<file path="src/rtl/csr_irq_unit.sv">
// Machine-mode CSR file and multi-line interrupt controller.
// Takes traps / mret at writeback and redirects fetch for one cycle.
module csr_irq_unit #(
    parameter int                 XLEN        = 32,
    parameter int                 NUM_IRQ     = 8,
    parameter logic [NUM_IRQ-1:0] EDGE_MASK   = '0,
    parameter logic [31:0]        MTVEC_RESET = 32'h0000_0000
) (
    input  logic               clk,
    input  logic               reset,
    input  logic [XLEN-1:0]    pc_in,
    input  logic [XLEN-1:0]    csr_wdata,
    input  logic [11:0]        csr_addr,
    input  logic               csr_wr,
    input  logic               csr_rd,
    input  logic               csr_ret,
    input  logic               stall,
    input  logic [NUM_IRQ-1:0] irq_in,
    output logic [XLEN-1:0]    csr_rdata,
    output logic [XLEN-1:0]    trap_pc,
    output logic               trap_sel,
    output logic [NUM_IRQ-1:0] irq_ack
);

    typedef enum logic [1:0] {IDLE, TAKE, RET} state_t;

    state_t             state_q, state_d;
    logic [NUM_IRQ-1:0] sync1_q, sync2_q, sync_prev_q;
    logic [NUM_IRQ-1:0] pend_q, pend_d;
    logic [NUM_IRQ-1:0] mie_en_q, mie_en_d;
    logic               mie_q, mie_d;
    logic               mpie_q, mpie_d;
    logic [31:0]        mtvec_q, mtvec_d;
    logic [31:0]        mepc_q, mepc_d;
    logic [31:0]        mcause_q, mcause_d;
    logic [3:0]         idx_q, idx_d;

    logic [NUM_IRQ-1:0] hit;
    logic [3:0]         idx;
    logic               take, ret;
    logic               wr_mstatus, wr_mie, wr_mtvec;
    logic               wr_mepc, wr_mcause, wr_mip;

    always_ff @(posedge clk or negedge reset) begin
        if (!reset) begin
            state_q     <= IDLE;
            sync1_q     <= '0;
            sync2_q     <= '0;
            sync_prev_q <= '0;
            pend_q      <= '0;
            mie_en_q    <= '0;
            mie_q       <= 1'b0;
            mpie_q      <= 1'b0;
            mtvec_q     <= MTVEC_RESET & 32'hFFFF_FFFD;
            mepc_q      <= '0;
            mcause_q    <= '0;
            idx_q       <= '0;
        end else begin
            state_q     <= state_d;
            sync1_q     <= irq_in;
            sync2_q     <= sync1_q;
            sync_prev_q <= sync2_q;
            pend_q      <= pend_d;
            mie_en_q    <= mie_en_d;
            mie_q       <= mie_d;
            mpie_q      <= mpie_d;
            mtvec_q     <= mtvec_d;
            mepc_q      <= mepc_d;
            mcause_q    <= mcause_d;
            idx_q       <= idx_d;
        end
    end

    always_comb begin
        hit = pend_q & mie_en_q;
        idx = '0;
        for (int i = NUM_IRQ - 1; i >= 0; i--) begin
            if (hit[i]) idx = 4'(i);
        end
        take = mie_q & (|hit) & ~stall & ~csr_ret & (state_q == IDLE);
        ret  = csr_ret & (state_q == IDLE);

        wr_mstatus = csr_wr & (csr_addr == 12'h300);
        wr_mie     = csr_wr & (csr_addr == 12'h304);
        wr_mtvec   = csr_wr & (csr_addr == 12'h305);
        wr_mepc    = csr_wr & (csr_addr == 12'h341);
        wr_mcause  = csr_wr & (csr_addr == 12'h342);
        wr_mip     = csr_wr & (csr_addr == 12'h344);

        state_d  = state_q;
        mie_en_d = mie_en_q;
        mie_d    = mie_q;
        mpie_d   = mpie_q;
        mtvec_d  = mtvec_q;
        mepc_d   = mepc_q;
        mcause_d = mcause_q;
        idx_d    = idx_q;

        if (wr_mstatus) begin
            mie_d  = csr_wdata[3];
            mpie_d = csr_wdata[7];
        end
        if (wr_mie)    mie_en_d = csr_wdata[16 +: NUM_IRQ];
        if (wr_mtvec)  mtvec_d  = csr_wdata & 32'hFFFF_FFFD;
        if (wr_mepc)   mepc_d   = csr_wdata & 32'hFFFF_FFFC;
        if (wr_mcause) mcause_d = csr_wdata;

        // Edge lines latch a rising edge; a set on the same edge beats a clear.
        for (int i = 0; i < NUM_IRQ; i++) begin
            if (EDGE_MASK[i]) begin
                pend_d[i] = (pend_q[i] & ~(wr_mip & ~csr_wdata[16 + i]))
                          | (sync2_q[i] & ~sync_prev_q[i]);
            end else begin
                pend_d[i] = sync2_q[i];
            end
        end

        unique case (state_q)
            IDLE:    state_d = ret ? RET : (take ? TAKE : IDLE);
            TAKE:    state_d = IDLE;
            RET:     state_d = IDLE;
            default: state_d = IDLE;
        endcase

        if (take) begin
            mepc_d   = pc_in & 32'hFFFF_FFFC;
            mcause_d = {1'b1, 26'd0, 1'b1, idx};
            mpie_d   = mie_q;
            mie_d    = 1'b0;
            idx_d    = idx;
        end else if (ret) begin
            mie_d  = mpie_q;
            mpie_d = 1'b1;
        end
    end

    always_comb begin
        trap_sel = (state_q != IDLE);
        trap_pc  = '0;
        irq_ack  = '0;
        if (state_q == TAKE) begin
            trap_pc = {mtvec_q[31:2], 2'b00};
            if (mtvec_q[0]) trap_pc = trap_pc + {25'd0, 1'b1, idx_q, 2'b00};
            for (int i = 0; i < NUM_IRQ; i++) begin
                irq_ack[i] = (idx_q == 4'(i));
            end
        end else if (state_q == RET) begin
            trap_pc = mepc_q;
        end
    end

    always_comb begin
        csr_rdata = '0;
        if (csr_rd) begin
            case (csr_addr)
                12'h300: csr_rdata = {24'd0, mpie_q, 3'd0, mie_q, 3'd0};
                12'h304: csr_rdata[16 +: NUM_IRQ] = mie_en_q;
                12'h305: csr_rdata = mtvec_q;
                12'h341: csr_rdata = mepc_q;
                12'h342: csr_rdata = mcause_q;
                12'h344: csr_rdata[16 +: NUM_IRQ] = pend_q;
                default: csr_rdata = '0;
            endcase
        end
    end

endmodule

</file>
<file path="config.mk">
export PLATFORM = sky130hd
export DESIGN_NAME = csr_irq_unit
export DESIGN_NICKNAME = d
export VERILOG_FILES = /design/src/rtl/csr_irq_unit.sv
export SDC_FILE = /design/constraint.sdc
export NUM_CORES = 1
export LEC_CHECK = 0
export BUFFER_PORTS_ARGS = -buffer_cell sky130_fd_sc_hd__buf_2
export CAP_MARGIN = 10
export CORE_MARGIN = 1
export CORE_UTILIZATION = 40
export DETAILED_ROUTE_END_ITERATION = 12
export GPL_TIMING_DRIVEN = 0
export PLACE_DENSITY = 0.6
export SLEW_MARGIN = 10
export SYNTH_ARGS = -nofsm -noshare
export SYNTH_HDL_FRONTEND = slang
export SYNTH_SLANG_ARGS = --single-unit
</file>
<file path="constraint.sdc">
create_clock -name clk -period 2.9 [get_ports clk]
set_input_delay 0.58 -clock clk [delete_from_list [all_inputs] [get_ports clk]]
set_output_delay 0.58 -clock clk [all_outputs]
set_load 0.01 [all_outputs]
</file>
======== Word level (Yosys, flattened, before mapping) ========
Index checks and enable logic that the tools add are counted.
word-level totals
  register bits after elaboration ......... 135
  bits in latches ......................... 0
  bits in writable memories ............... 0
  bits in read-only memories .............. 0
  output and inout port bits .............. 73
  logic and storage cells ................. 76
  memories ................................ 0
operators by class
  add/sub/neg operators ................... 1
  multiply operators ...................... 0
  divide/modulo/power cells ............... 0
  $lt $le $gt $ge ......................... 0
  eq/ne operators ......................... 15
  shift-type cells ........................ 0
  muxes and demuxes ....................... 29
  bitwise logic cells ..................... 13
  reduce and logical (&&, ||, !) cells .... 7
operators with widths
  kind                    count
  $mux W32                8
  $eq A12 B10 Y1 const B  6
  $pmux W16 S4            1
  $pmux W8 S5             1
  $add A32 B7 Y32         1
  $mux W4                 7
  $pmux W8 S3             1
  $eq A4 B3 Y1 const B    4
  $and A1 B1 Y1           10
  $and A8 B8 Y8           1
  $eq A4 B2 Y1 const B    2
  $mux W8                 1
  $reduce_or A8 Y1        1
  $mux W1                 7
  $reduce_bool A2 Y1      3
  $eq A4 B1 Y1 const B    1
  $logic_not A4 Y1        1
  $mux W2                 2
  $mux W3                 1
  $reduce_bool A3 Y1      1
  $eq A2 B1 Y1 const B    1
  $eq A2 B2 Y1 const B    1
  $logic_not A2 Y1        1
  $not A1 Y1              2

======== Longest topological paths before layout ========
  word-level depth ........................ 10
  mapped depth ............................ 8
  gate-level depth less buffers ........... 7

======== Least setup slack after synthesis ========
Ideal clock, no wire load.
  kind .................................... input -> output
  from .................................... input csr_addr[3]
  to ...................................... output csr_rdata[24]
  arrival time ............................ 1,901 ps
  data required time ...................... 2,320 ps
  slack ................................... 419 ps
  cell stages on the path ................. 7
  buffers on the path ..................... 2
  cell sequence ........................... nor3b_2 > and2_1 > nor2b_1 > clkbuf_1 > clkbuf_1 > a22oi_1 > nor2b_1
on the way
  word-level cells in the longest chain between the ends .. 3
  elaborated cells between the ends (all ways) .. 5
ends and longest elaborated chain
  element         RTL line  source
  from (decl)     13        input logic [11:0] csr_addr,
  $eq A12 B10 Y1  155       case (csr_addr)
  $pmux W8 S3 *   155
  $mux W32 *      154       if (csr_rd) begin
  to (decl)       19        output logic [XLEN-1:0] csr_rdata,
Every way passes the cells marked *; elsewhere a longest branch is shown, timed or not.

======== Worst setup path in the final report ========
  from .................................... register mtvec_q[7]
  to ...................................... output trap_pc[23]
on the way
  word-level cells in the longest chain between the ends .. 3
ends and longest elaborated chain
  element                 RTL line  source
  from (decl)             33        logic [31:0] mtvec_q, mtvec_d;
  from (signal assigned)  54        mtvec_q <= MTVEC_RESET & 32'hFFFF_FFFD;
  from (signal assigned)  67        mtvec_q <= mtvec_d;
  $add A32 B7 Y32         143       if (mtvec_q[0]) trap_pc = trap_pc + {25'd0, 1'b1, idx_q, 2'b00};
  $mux W32                143
  $mux W32                141       if (state_q == TAKE) begin
  to (decl)               20        output logic [XLEN-1:0] trap_pc,
Every way passes these cells.

==> impl_metrics.tcl <==
set metrics [dict create \
    grt-ovfl-total 0 \
    peakVddDrop_uv 422 \
    cp.required_ns 2.32 \
    cts_tree "done" \
    status "finished clean" \
    layout.nets 1051 \
    cp_slowest_cell "dfrtp_1" \
    dp_cells 1149 \
    ctsHoldBuffers 0 \
    synth_edf_count 0 \
    p_leak_nw 4.61 \
    slew_headroom 0.489 \
    syn_area_um2 7400 \
    wl_per_cell_um 20.5 \
    crit_type "reg2out" \
    slew_violations 0 \
    gr-usage-all-layers 0.260 \
    drv_cap 0 \
    period_share 0.993 \
    cts_sinks 132 \
    cp_max_fo 7 \
    holdWs_ns 0.143 \
    hold_viol 0 \
    clock_skew_ns 0.00944 \
    r2r_slack_ns 0.74 \
    vias 6655 \
    finalInstanceArea_um2 9590 \
    area_delta_synth_final_pct 29.5 \
    drive_gt1_frac 0.352 \
    power.density_nw_per_um2 461 \
    port_buffers 157 \
    ys_seq_area_frac 0.446 \
    crit_path_end_kind "primary output" \
    synth_cell_types 53 \
    row_count 49 \
    place_congestion 0.930 \
    setup_viol 0 \
    ys.flop_type "dfrtp_1" \
    tightestPinTransition_ns 0.756 \
    grt_pass1_vias 6497 \
    die-area_um2 19100 \
    cts-root-buf "clkbuf_16" \
    clk_pin_slew_worst_paths_ns 0.06 \
    min_path_type "in2async" \
    rsz0062_at_grt "yes" \
    async_reset_ff_frac 1.00 \
    dpl.hpwl_mm 17.2 \
    ant_nets 0 \
    dpl_cell_area_um2 8510 \
    cts_buffers 17 \
    start_kind "flop" \
    dr.pass1.iters 5 \
    crit_chain "nand3_1 > nor4_4 > buf_4 > buf_12 > nand4_1 > xor2_1 > o21ai_1 > buf_2" \
    num_io_pins 163 \
    arrival_ns 2.30 \
    htreeDepth 4 \
    drc 0 \
    p_total_w 0.00442 \
    ys_ff_latch 132 \
    first_iter_violations 671 \
    syn_inst 761 \
    core_region_area_um2 18000 \
    vias_per_cell 5.55 \
    ys_warn_count 0 \
    fin_cells 1199 \
    diodes 0 \
    fill_cells 1732 \
    slowest_delay_ns 0.50 \
    wl_mm 24.6 \
    grt_max_degree 76 \
    cts_buffer_depth 2 \
    die_y_um 138 \
    die_w_um 138 \
    clock_latency_ns 0.43 \
    avgSynthCellArea_um2 9.73 \
    antenna_found_initial 0 \
    clock.fmax_ghz 0.347 \
    initial_core_util 0.411 \
    grt_pass1_wl_mm 37.6 \
    timing.final.crit_period_ns 2.88 \
]
## critical path: cells and delay by family, from the launching register on
family | cells | cell delay (ns)
simple gates | 3 | 0.55
buf+inv | 3 | 0.49
xor+xnor | 1 | 0.16
compound gates | 1 | 0.17
flops | 1 | 0.50
## registers in the layout, summed over array words and instances, names as in the netlist
register and flops:
state_q 2, mie_q 1, mie_en_q 8, sync1_q 8, pend_d 8, idx_q 3
mpie_q 1, mcause_q 32, mepc_q 30, pend_q 8, mtvec_q 31
## power by group
group          switching (W)  internal (W)
combinational       0.000163      0.000113
sequential         0.0000382       0.00189
clock               0.000920       0.00129
total                0.00112       0.00329
## worst paths after layout
| check | startpoint | endpoint | depth (start not counted) |
|---|---|---|---|
| worst max-delay path | mtvec_q[7] | trap_pc[23] | 8 |
| worst min-delay path | reset | mtvec_q[29] | 1 |
| worst max register to register | state_q[0] | mcause_q[1] | 7 |
| worst min register to register | sync1_q[3] | pend_d[3] | 0 |
| max in group asynchronous | reset | mtvec_q[18] | 2 |
| min in group clk | irq_in[4] | sync1_q[4] | 1 |
## metrics by stage
stage                     TNS, ns  setup slack, ns   util
after floorplan                 0            0.419      -
after global routing       -0.354          -0.0478  0.532
final                           0           0.0199  0.532
after detailed placement    -8.13           -0.361  0.472
after global placement    -100.70           -0.714  0.470
after CTS                 -0.0607          -0.0325  0.522
## cells in the final DEF (no fill, tap or decap), types with 15 or more instances in the layout
cell / n
nor2b_1: 17
clkbuf_1: 19
o21ai_0: 48
dfrtp_1: 122
nand3_1: 15
clkbuf_16: 18
mux2i_1: 38
o21ai_1: 19
xor2_1: 15
buf_4: 26
a22o_1: 33
a22oi_1: 25
mux2_4: 30
nor2_1: 29
nand2_1: 143
a21oi_1: 34
buf_2: 167
mux2_2: 17
## layout make-up
| cell class | instances | area [um2] | share of cell area |
|---|---|---|---|
| clock buffer | 17 | 425 | 0.0444 |
| clock inverter | 15 | 171 | 0.0179 |
| tap | 229 | 287 | 0.0299 |
| buffer | 53 | 313 | 0.0326 |
| inverter | 6 | 22.5 | 0.00235 |
| sequential | 132 | 3320 | 0.346 |
| multi-input combinational | 570 | 4040 | 0.422 |
| timing repair buffer | 177 | 1010 | 0.105 |
## layer usage
| metal | global-route usage | wire length, um |
|---|---|---|
| met5 | 0 | 0 |
| met2 | 0.402 | 11600 |
| met1 | 0.350 | 10900 |
| met3 | 0.0578 | 1480 |
| met4 | 0.112 | 683 |
## what timing repair did
action,CTS,global route
gates cloned,0,1
resized for setup,58,44
buffers inserted,10,8
setup endpoints to repair,58,56
pin swaps,10,12
endpoints found under the hold margin,0,0
## cells in the mapped netlist (4+ instances only)
master | number | area [um2]
mux2_2 | 17 | 191
a222oi_1 | 8 | 80.1
nand4_1 | 9 | 56.3
xnor2_1 | 13 | 114
nor2_1 | 33 | 124
and2_1 | 5 | 31.3
inv_1 | 5 | 18.8
buf_2 | 20 | 100
and3_1 | 9 | 56.3
clkbuf_1 | 25 | 93.8
o21ai_0 | 68 | 340
nor3_1 | 9 | 45.0
xor2_1 | 15 | 131
nand3_1 | 18 | 90.1
a21oi_1 | 36 | 180
buf_4 | 4 | 30.0
dfrtp_1 | 132 | 3300
mux2_4 | 30 | 450
a22oi_1 | 25 | 188
nor2b_1 | 17 | 106
mux2i_1 | 38 | 380
nand2_1 | 144 | 541
a22o_1 | 33 | 289
## kinds of logic (layout without fill, tap and decap cells)
family                   Yosys count  after routing  synth area share
buffers and inverters             60            268            0.0390
AND/OR/NAND/NOR                  270            270             0.179
flip-flops                       132            132             0.446
multiplexers                      85             85             0.138
AO/OA/AOI/OAI                    181            181             0.156
XOR/XNOR                          28             28            0.0331
other                              1              2          0.000507
adder cells (fa/ha/maj)            4              4           0.00778
No activity file was read; power rests on OpenSTA's default activity.
